### src/rtl/fp_round_arb.sv
// fp_round_arb: two-requester arbiter that feeds one shared rounding stage.
// The result is registered together with its source index and transaction ID.
// Optional feature macro: FP_ROUND_ARB_RR_EN.
//   Defined: round-robin arbitration on contention.
//   Undefined: fixed priority, where requester 0 always wins.
// The round module is a combinational round-to-nearest-even stage.
// It takes a 26-bit mantissa: bits [25:2] are the significand and bits [1:0]
// are the guard and round bits. The loss flag is sticky; the operator bit
// says whether the lost bits made the true value larger (add) or smaller
// (subtract).

module round (
  input  logic [7:0]  exp,
  input  logic [25:0] mantis,
  input  logic        loss,
  input  logic        operator,
  output logic [7:0]  rounded_exp,
  output logic [22:0] rounded_mantis
);

  // Round-up decision.
  // A set guard bit is above half when the round bit is set or when add-sticky
  // is set. Subtract-sticky pulls the value below half. An exact tie goes to even.
  function automatic logic round_up(input logic [25:0] m, input logic l, input logic op);
    round_up = m[1] && (m[0] || (l && !op) || (!l && m[2]));
  endfunction

  logic [24:0] sum;

  // Increment the significand; a carry out renormalises into the exponent.
  always_comb begin
    sum = {1'b0, mantis[25:2]} + {24'd0, round_up(mantis, loss, operator)};
    if (sum[24]) begin
      rounded_exp    = exp + 8'd1;
      rounded_mantis = sum[23:1];
    end else begin
      rounded_exp    = exp;
      rounded_mantis = sum[22:0];
    end
  end

endmodule

module fp_round_arb #(
  parameter int ID_W = 4
) (
  input  logic            clk,
  input  logic            rst_n,
  input  logic            req0_valid,
  output logic            req0_ready,
  input  logic [7:0]      req0_exp,
  input  logic [25:0]     req0_mantis,
  input  logic            req0_loss,
  input  logic            req0_operator,
  input  logic [ID_W-1:0] req0_id,
  input  logic            req1_valid,
  output logic            req1_ready,
  input  logic [7:0]      req1_exp,
  input  logic [25:0]     req1_mantis,
  input  logic            req1_loss,
  input  logic            req1_operator,
  input  logic [ID_W-1:0] req1_id,
  output logic            out_valid,
  input  logic            out_ready,
  output logic [7:0]      out_exp,
  output logic [22:0]     out_mantis,
  output logic            out_ovf,
  output logic            out_src,
  output logic [ID_W-1:0] out_id
);

  logic            slot_free, grant0, grant1, accept;
  logic [7:0]      exp_p0, rnd_exp_p0;
  logic [25:0]     mantis_p0;
  logic [22:0]     rnd_mantis_p0;
  logic            loss_p0, op_p0;
  logic [ID_W-1:0] id_p0;

  logic            vld_p1, ovf_p1, src_p1;
  logic [7:0]      exp_p1;
  logic [22:0]     mantis_p1;
  logic [ID_W-1:0] id_p1;

`ifdef FP_ROUND_ARB_RR_EN
  logic last_grant;
`endif

  // Arbitration: a grant is only issued when the output slot can take a result.
  always_comb begin
    slot_free = rst_n && (!vld_p1 || out_ready);
    grant0    = 1'b0;
    grant1    = 1'b0;
    if (req0_valid && req1_valid) begin
`ifdef FP_ROUND_ARB_RR_EN
      grant0 = last_grant;
      grant1 = !last_grant;
`else
      grant0 = 1'b1;
`endif
    end else if (req0_valid) begin
      grant0 = 1'b1;
    end else if (req1_valid) begin
      grant1 = 1'b1;
    end
    grant0 = grant0 && slot_free;
    grant1 = grant1 && slot_free;
  end

  assign req0_ready = grant0;
  assign req1_ready = grant1;
  assign accept     = grant0 || grant1;

  // Stage p0: steer the granted request into the rounder, zeros when idle.
  always_comb begin
    exp_p0    = 8'd0;
    mantis_p0 = 26'd0;
    loss_p0   = 1'b0;
    op_p0     = 1'b0;
    id_p0     = '0;
    if (grant0) begin
      exp_p0    = req0_exp;
      mantis_p0 = req0_mantis;
      loss_p0   = req0_loss;
      op_p0     = req0_operator;
      id_p0     = req0_id;
    end else if (grant1) begin
      exp_p0    = req1_exp;
      mantis_p0 = req1_mantis;
      loss_p0   = req1_loss;
      op_p0     = req1_operator;
      id_p0     = req1_id;
    end
  end

  round u_round (
    .exp            (exp_p0),
    .mantis         (mantis_p0),
    .loss           (loss_p0),
    .operator       (op_p0),
    .rounded_exp    (rnd_exp_p0),
    .rounded_mantis (rnd_mantis_p0)
  );

`ifdef FP_ROUND_ARB_RR_EN
  // Round-robin pointer: remembers who won the last accepted transfer.
  always_ff @(posedge clk or negedge rst_n) begin
    if (!rst_n) begin
      last_grant <= 1'b1;
    end else if (accept) begin
      last_grant <= grant1;
    end
  end
`endif

  // Stage p1: result register; a drain and an accept in one cycle keep it full.
  always_ff @(posedge clk or negedge rst_n) begin
    if (!rst_n) begin
      vld_p1    <= 1'b0;
      exp_p1    <= 8'd0;
      mantis_p1 <= 23'd0;
      ovf_p1    <= 1'b0;
      src_p1    <= 1'b0;
      id_p1     <= '0;
    end else if (accept) begin
      vld_p1    <= 1'b1;
      exp_p1    <= rnd_exp_p0;
      mantis_p1 <= rnd_mantis_p0;
      ovf_p1    <= (rnd_exp_p0 == 8'hFF);
      src_p1    <= grant1;
      id_p1     <= id_p0;
    end else if (out_ready) begin
      vld_p1    <= 1'b0;
    end
  end

  assign out_valid  = vld_p1;
  assign out_exp    = exp_p1;
  assign out_mantis = mantis_p1;
  assign out_ovf    = ovf_p1;
  assign out_src    = src_p1;
  assign out_id     = id_p1;

endmodule

### config.mk
export PLATFORM = sky130hd
export DESIGN_NAME = fp_round_arb
export DESIGN_NICKNAME = d
export VERILOG_FILES = /design/src/rtl/fp_round_arb.sv
export SDC_FILE = /design/constraint.sdc
export NUM_CORES = 1
export LEC_CHECK = 0
export CAP_MARGIN = 20
export CELL_PAD_IN_SITES_DETAIL_PLACEMENT = 0
export CELL_PAD_IN_SITES_GLOBAL_PLACEMENT = 1
export CORE_MARGIN = 8
export CORE_UTILIZATION = 31
export DETAILED_ROUTE_END_ITERATION = 8
export HOLD_SLACK_MARGIN = 0.06
export PLACE_DENSITY = 0.87
export SETUP_SLACK_MARGIN = 0.05
export SLEW_MARGIN = 20
export SYNTH_ARGS = -nofsm -noshare
export SYNTH_HDL_FRONTEND = slang
export SYNTH_HIERARCHICAL = 1
export SYNTH_SLANG_ARGS = --single-unit
### constraint.sdc
create_clock -name clk -period 4 [get_ports clk]
set_clock_uncertainty 0.15 [all_clocks]
set_input_delay 0.8 -clock clk [delete_from_list [all_inputs] [get_ports clk]]
set_output_delay 0.8 -clock clk [all_outputs]
set_load 0.02 [all_outputs]
; ---- Word level (Yosys, flattened, before mapping)
; Cells that the tools add are included.
[op_classes]
addsub = 2
eq_ne = 1
n_mux = 19
n_reduce_logical = 15
[ops]
columns = cell, n
row1 = $mux 26, 2
row2 = $add 24x1->25, 1
row3 = $mux 8, 3
row4 = $mux 23, 1
row5 = $mux 1, 11
row6 = $add 8x1->8 const B, 1
row7 = $eq 8x8->1 const B, 1
row8 = $mux 4, 2
row9 = $logic_and 1x1->1, 7
row10 = $logic_or 1x1->1, 4
row11 = $logic_not 1->1, 3
row12 = $reduce_bool 2->1, 1
[word_totals]
regBits = 38
inputBits = 85
output_inout_bits = 40
word_cells = 43

; ---- Logic depth before layout (Yosys ltp)
; Gate-level depths: netlist of run 1.
[logic_depth]
word_depth = 14
depth_mapped = 18
depth_no_buf = 16

; ---- By module
; Netlist of run 1, hierarchy kept.
[modules_own_cells]
columns = module, n_inst, cells_per_inst, area_each_um2
row1 = fp_round_arb, 1, 147, 1966.9
row2 = round, 1, 125, 789.5

; ---- Least setup slack after synthesis of run 1
; Ideal clock, no wire load.
[synth_timing]
path_type = input to register
from = input port out_ready
to = register ovf_p1 (netlist: out_ovf)
arrival_ps = 3511
slack_ps = 214
path_stages = 16
cell_sequence = nand2b_4 > buf_6 > and4b_4 > buf_6 > a22o_1 > a21oi_1 > o21a_1 > ha_1 > ha_1 > nand4_1 > nor3_1 > and2_1 > mux2_2 > nand4_1 > nor2_1 > mux2_2
[synth_between]
elab_cells_between_ends = 24
cone_classes = add/sub: 2 / eq/ne: 1 / mux: 9 / reduce/logical: 12
[synth_lines]
columns = element, line
row1 = "start, declared", 64  ; input logic out_ready,
row2 = $logic_or 1x1->1 *, 90  ; slot_free = rst_n && (!vld_p1 || out_ready);
row3 = $logic_and 1x1->1 *, 90
row4 = $logic_and 1x1->1, 106  ; grant1 = grant1 && slot_free;
row5 = $mux 1, 126  ; end else if (grant1) begin
row6 = $mux 1 *, 120  ; if (grant0) begin
row7 = net loss_p0, 76  ; logic loss_p0, op_p0;
row8 = $logic_and 1x1->1 / $logic_not 1->1 (equally long branches), 25  ; round_up = m[1] && (m[0] || (l && !op) || (!l && m[2]));
row9 = $logic_or 1x1->1 / $logic_and 1x1->1 (equally long branches), 25
row10 = $logic_or 1x1->1 *, 25
row11 = $logic_and 1x1->1 *, 25
row12 = $add 24x1->25 *, 32  ; sum = {1'b0, mantis[25:2]} + {24'd0, round_up(mantis, loss, operator)};
row13 = $mux 8 *, 33  ; if (sum[24]) begin
row14 = net rnd_exp_p0[1], 73  ; logic [7:0] exp_p0, rnd_exp_p0;
row15 = $eq 8x8->1 *, 168  ; ovf_p1 <= (rnd_exp_p0 == 8'hFF);
row16 = "end signal, assigned", 168
row17 = "end, declared", 79  ; logic vld_p1, ovf_p1, src_p1;
; The timed path passes the listed nets; every way through them passes the cells marked *.
; A chain may end at the register's enable or synchronous reset.

; ---- Final worst setup path of run 1
; Ends and elaborated chain as after synthesis.

==> key figures, run 1 <==
STA
  • # setup viols final: 0
  • Max Fclk: 0.2670 GHz
  • Final max-slew violation count: 0
  • Hold Fails Final Rpt: 0
  • Setup ws final: 0.2542 ns
  • Tmin final: 3.746 ns
  • Final Cycle Share: 93.65%
  • Slew margin rel.: 64.13%
  • Worst slew pin tran: 0.5381 ns
  • RSZ-0062 raised after global routing: yes

Setup path
  • Worst setup EP type: flop
  • Worst EP arrival: 3.78 ns
  • Critical R2R Launch: out_valid
  • Worst Path Required: 4.03 ns
  • Critical-path maximum fanout: 7
  • Crit-path cells: clkdlybuf4s50_1 -> nand2b_4 -> and4b_4 -> a22o_1 -> nor2_1 -> a21oi_1 -> o21a_1 -> ha_1 -> ha_1 -> nand4_1 -> nor3_2 -> and2_1 -> mux2_2 -> nand4_1 -> nor2_1 -> mux2_2
  • Reg-to-reg setup timing slack: 0.86 ns
  • FF-to-FF path depth: 15
  • Crit start category: input port
  • Worst R2R End: out_ovf
  • CP max-delay cell: clkdlybuf4s50_1
  • Setup CP Type: input port to flop
  • Worst path max stage delay: 0.45 ns

Layout
  • Commonest cells after routing, fill and taps aside: 123 x clkdlybuf4s50_1, 38 x dfrtp_1, 36 x a22o_1
  • Storage cell area: 950.9 sq um
  • Area occupied by multi-input gates: 1664 sq um
  • Layout cell share with drive strength beyond 1: 20.91%
  • # nets final: 505
  • Area Overhead vs Synth: 57.29%
  • Fillers: 842
  • # diodes: 0
  • Most common cell after layout, fill and taps aside: clkdlybuf4s50_1
  • Cell Count, Final, Fillers Out: 524

Routing
  • WL per Instance: 17.20 um
  • Pre-antenna DRT Iters: 4
  • DRC errors left: 0
  • Routed Antenna Nets: 0
  • Total number of vias: 2,693
  • Routed wire length: 9015 um
  • Drt initial violations: 100
  • Vias/cell: 5.139

Place
  • Setup WS pre-CTS: -0.08145 ns
  • HPWL after DPL: 7246 um
  • Port Buf Inserts: 124
  • Routability congestion estimate from global placement: 0.8221
  • Placed cells: 518

Synth
  • Post-synthesis mux area share: 15.02%
  • Ys flop type: dfrtp_1
  • Largest family of logic cells by synthesized area: compound AO/OA/AOI/OAI gates
  • XOR/XNOR share of the synthesized area: 6.037%
  • Distinct cells, synth: 42
  • Seq/Total Area, Yosys: 34.50%
  • Syn_area_per_cell: 10.13 sq um
  • Syn nets: 360
  • Post-synth top area cell: dfrtp_1
  • Synth Instances: 272
  • Compound-cell area share of the yosys netlist: 19.02%
  • Synth Cell Area: 2756 sq um
  • Top cell type's share of synthesized area: 34.50%
  • Largest cells by area after synthesis: dfrtp_1 34%, mux2_2 13%, a22o_1 11%
  • Simple-gate area share of the yosys netlist: 18.29%
  • Yosys Warn Count: 6
  • Synth Area in Adders: 1.362%
  • Post-synth EDFFs: 0
  • Ys async rst share: 100.0%
  • Flops & latches, synth: 38

Die
  • Core box area: 8678 sq um
  • Die area: 12,170 sq um
  • Top Ports: 125
  • Initial core utilization: 31.76%
  • Die Ht: 110.3 um
  • Die width: 110.3 um
  • # rows: 34

Flow run
  • Max-Cap Viols: 0

Global route
  • Largest net degree at the start of global routing: 42
  • Gr usage total: 14.62%
  • Overflow after GRT: 0
  • Vias in the first global route: 2,824
  • Initial antenna violation count: 0
  • Global-route wire length before repair: 14,120 um

Clocking
  • CTS Buffer Depth: 2
  • Cts bufs inserted: 5
  • Clk sinks: 38
  • Clock Tree Root: clkbuf_8
  • Clk_lat worst skew: 0.29 ns
  • CTS tree: done
  • Cts hold-fix bufs: 0
  • Htree depth: 2
  • Worst-path clk slew: 0.07 ns

Power and ir drop
  • Maximum VDD drop: 0.1577 mV
  • Power Density: 274.0 nW/um^2
  • Leakage power: 1.817 nW

Min path
  • Min-delay worst type: input port to asynchronous set/reset pin

Run status
  • Status: finished clean
[where the power goes]
group	switching (W)	internal [W]	leakage [nW]
combinational	0.000200	0.000256	1.27
sequential	0.0000289	0.000434	0.499
clock	0.000135	0.000133	0.0431
total	0.000364	0.000824	1.82
[stage by stage]
| step | util, % | hold WS [ns] | TNS (ns) | power (W) | cell area (sq um) |
|---|---|---|---|---|---|
| after floorplan | - | 0.3544 | 0 | 0.0006868 | 2756 |
| after global placement | 48.88 | 0.3192 | 0 | 0.0009249 | 4242 |
| after detailed placement | 48.88 | 0.3442 | -0.2074 | 0.0009322 | 4242 |
| after CTS | 49.83 | 0.1775 | 0 | 0.001204 | 4324 |
| after global routing | 49.96 | 0.1823 | 0 | 0.001248 | 4335 |
| final | 49.96 | 0.1893 | 0 | 0.001188 | 4335 |
[what timing repair did]
action | CTS | global route
setup endpoints to repair | 0 | 5
resized for setup | 0 | 2
setup buffers | 0 | 0
[area by class of cell]
type                    instances  share of cell area (%)
flip-flops and latches         38                   21.93
multi-input cells             210                   38.38
repair buffers                157                   34.23
clock buffers                   6                   1.905
inverters                       5                  0.4329
well taps                     108                   3.117
[how the worst max path moves through the flow]
stage / endpoint / cells past startpoint / start / slack, ns
2_1_floorplan: out_ovf / 16 / out_ready / 0.21
3_3_place_gp: out_ovf / 16 / out_ready / 0.02
3_5_place_dp: out_ovf / 16 / out_ready / -0.08
4_1_cts: out_ovf / 16 / out_ready / 0.21
5_1_grt: out_ovf / 16 / out_ready / 0.008
6_report: out_ovf / 16 / out_ready / 0.25
[flip-flops by register name, indices dropped and copies added, names as in the netlist]
signal / cells
out_id: 4
out_valid: 1
out_exp: 8
out_ovf: 1
out_mantis: 23
out_src: 1
[critical path: cells and delay by family]
kind            cells  cell delay, ns
simple gates        8            1.14
mux                 2            0.61
buf+inv             1            0.45
compound gates      3            0.41
fa+ha+maj           2            0.36
[synthesized netlist by cell type, types with 4 or more instances]
cell type	count
xor2_1	5
buf_2	10
o21ai_0	6
nor3_1	8
nor3b_1	4
mux2_2	32
inv_1	4
o221a_2	4
nand2_1	14
buf_6	7
nand3_1	14
a21oi_1	7
nand4_1	7
a22o_1	36
nor4_1	6
xnor2_1	14
a31oi_1	6
and3_1	6
nor2_1	10
dfrtp_1	38
[cells by family after synthesis]
family / after synthesis
DFF: 38
and+or+nand+nor: 86
muxes: 37
xor gates and xnor gates: 19
buffers and inverters: 24
adders and majority gates: 3
AOI/OAI and AO/OA: 65
[routing by layer]
| layer | up-vias | global-route usage (%) | part of all wire, % |
|---|---|---|---|
| met5 | - | 0 | 0 |
| met4 | 0 | 2.950 | 0.74 |
| met3 | 8 | 5.756 | 11 |
| met2 | 100 | 24.21 | 47 |
| met1 | 1258 | 17.58 | 41 |
| li1 | 1327 | - | - |
Note: power is estimated with default switching activity, not from simulation.
==> inputs of run 2 (changes only) <==
--- a/config.mk
+++ b/config.mk
@@ -11,6 +11,7 @@
 export CORE_MARGIN = 8
 export CORE_UTILIZATION = 31
 export DETAILED_ROUTE_END_ITERATION = 8
+export GPL_TIMING_DRIVEN = 0
 export HOLD_SLACK_MARGIN = 0.06
 export PLACE_DENSITY = 0.87
 export SETUP_SLACK_MARGIN = 0.05
==> key figures, run 2 (synthesis results as in run 1) <==
STA
  • Final max-slew violation count: 0
  • Max Fclk: 0.2658 GHz
  • Setup ws final: 0.2374 ns
  • Worst slew pin tran: 0.3534 ns
  • Hold Fails Final Rpt: 0
  • RSZ-0062 raised after global routing: no
  • Tmin final: 3.763 ns
  • Slew margin rel.: 76.33%
  • # setup viols final: 0
  • Total negative setup slack: 0 ns
  • Final Cycle Share: 94.06%

Setup path
  • Worst R2R End: out_mantis[18]
  • Worst path max stage delay: 0.52 ns
  • Crit-path cells: dlygate4sd2_1 -> nand2b_4 -> and4b_4 -> a22o_1 -> nor2_2 -> a21oi_2 -> o21a_1 -> ha_4 -> ha_4 -> nand4_1 -> buf_4 -> or4_4 -> a311oi_2 -> mux2i_1 -> mux2_4
  • CP max-delay cell: or4_4
  • Worst path bufs/invs: 2
  • CP most frequent cell: ha_4
  • Critical-path maximum fanout: 8
  • Crit path max-delay family: simple AND/OR/NAND/NOR gates
  • Worst setup EP type: flop
  • Critical R2R Launch: out_valid
  • Worst EP arrival: 3.79 ns
  • Reg-to-reg setup timing slack: 0.56 ns
  • Crit start category: input port
  • FF-to-FF path depth: 14
  • Worst Path Required: 4.03 ns
  • Setup CP Type: input port to flop

Layout
  • Commonest cells after routing, fill and taps aside: 120 x clkdlybuf4s50_1, 38 x dfrtp_1, 35 x a22o_1
  • Area Overhead vs Synth: 63.19%
  • # nets final: 506
  • # diodes: 0
  • Layout cell share with drive strength beyond 1: 23.87%
  • Max reg flops: 23
  • Cell Count, Final, Fillers Out: 527
  • Design area: 4498 sq um
  • Most common cell after layout, fill and taps aside: clkdlybuf4s50_1

Global route
  • Largest net degree at the start of global routing: 22
  • Busiest grt layer: met2
  • Vias in the first global route: 3,026
  • Gr usage total: 15.66%
  • Met2 Usage GRT: 28.17%
  • Overflow after GRT: 0
  • GR met3 Demand/Resource: 5.174%
  • Initial antenna violation count: 0
  • Global-route wire length before repair: 14,960 um
  • Met1 Use GR: 17.48%

Clocking
  • Clock Tree Root: clkbuf_8
  • Clk sinks: 38
  • Worst-path clk slew: 0.08 ns
  • CTS tree: done
  • Clk_lat worst skew: 0.29 ns
  • Htree depth: 2
  • CTS Buffer Depth: 2
  • Cts bufs inserted: 5

Place
  • Setup WS pre-CTS: -0.9070 ns
  • Port Buf Inserts: 123
  • Placed cells: 504
  • DP Area: 4145 sq um
  • Routability congestion estimate from global placement: 0.7992
  • HPWL after DPL: 7236 um

Die
  • Die Ht: 110.3 um
  • Top Ports: 125
  • # rows: 34
  • Die width: 110.3 um
  • Core box area: 8678 sq um
  • Die area: 12,170 sq um
  • Initial core utilization: 31.76%

Power and ir drop
  • Total power: 0.001213 W
  • Maximum VDD drop: 0.1405 mV
  • Power Density: 269.7 nW/um^2
  • Leakage power: 1.920 nW

Routing
  • Routed Antenna Nets: 0
  • WL per Instance: 17.86 um
  • Vias/cell: 5.241
  • Total number of vias: 2,762
  • DRC errors left: 0
  • Routed wire length: 9411 um
  • Pre-antenna DRT Iters: 4
  • Drt initial violations: 70

Flow run
  • Max-Cap Viols: 0

Min path
  • Min-delay worst type: input port to asynchronous set/reset pin

Run status
  • Status: finished clean
==> run 2: cell count changes in the layout (fill, tap and decap cells not counted), sizes merged <==
cell,delta
clkinv,+1
dlygate4sd2,+1
clkbuf,+2
clkdlybuf4s50,-3
dlymetal6s2s,+1
buf,+1
==> run 2: worst register-to-register path, cell delays in order (launching register included) <==
cell	delay, ns
dfrtp_1	0.41
nand2b_4	0.10
and4b_4	0.32
a22o_1	0.20
nor2_2	0.05
a21oi_2	0.09
o21a_1	0.19
ha_4	0.18
ha_4	0.13
nand4_1	0.15
buf_4	0.20
or4_4	0.52
a311oi_2	0.25
mux2i_1	0.11
mux2_4	0.28
==> run 2: routing by layer <==
metal / up-vias / part of all wire, % / routed length (um)
met5: - / 0 / 0
met1: 1340 / 40 / 3775
met3: 6 / 9.0 / 844
met4: 0 / 0.78 / 73
met2: 89 / 50 / 4718
li1: 1327 / - / -
==> run 2: worst max-delay path by stage <==
| stage | start | to | slack (ns) | cells past startpoint |
|---|---|---|---|---|
| final | out_ready | out_mantis[18] | 0.24 | 15 |
| after detailed placement | rst_n | out_ovf | -0.91 | 18 |
| after global routing | out_ready | out_mantis[18] | 0.13 | 15 |
| after floorplan | out_ready | out_ovf | 0.21 | 16 |
| after CTS | rst_n | out_mantis[18] | 0.06 | 16 |
| after global placement | rst_n | out_ovf | -2.35 | 18 |
==> run 2: power breakdown <==
group | internal, W | leakage [nW] | switching [W]
Combinational | 0.000260 | 1.37 | 0.000203
Sequential | 0.000434 | 0.499 | 0.0000286
Clock | 0.000139 | 0.0482 | 0.000148
==> run 2: through the flow <==
| stage | hold slack (ns) | util (%) |
|---|---|---|
| after global placement | 0.3132 | 47.51 |
| final | 0.1876 | 51.83 |
| after floorplan | 0.3544 | - |
| after CTS | 0.2335 | 51.12 |
| after global routing | 0.1909 | 51.83 |
| after detailed placement | 0.3195 | 47.77 |
==> run 2: final cells by class <==
class,instances,area (sq um)
inverters,5,26.28
fillers,819,4180
plain buffers,16,127.6
multi-input cells,210,1767
clock inverters,1,5.005
flip-flops and latches,38,950.9
well taps,108,135.1
repair buffers,142,1400
clock buffers,7,86.33
==> run 2: repair_timing <==
item                       4_1_cts  5_1_grt
buffers inserted                14        4
setup endpoints to repair       32       28
cloned                           0        0
gates resized for setup         23       14
hold buffers                     0        0
pin swaps                        8        6
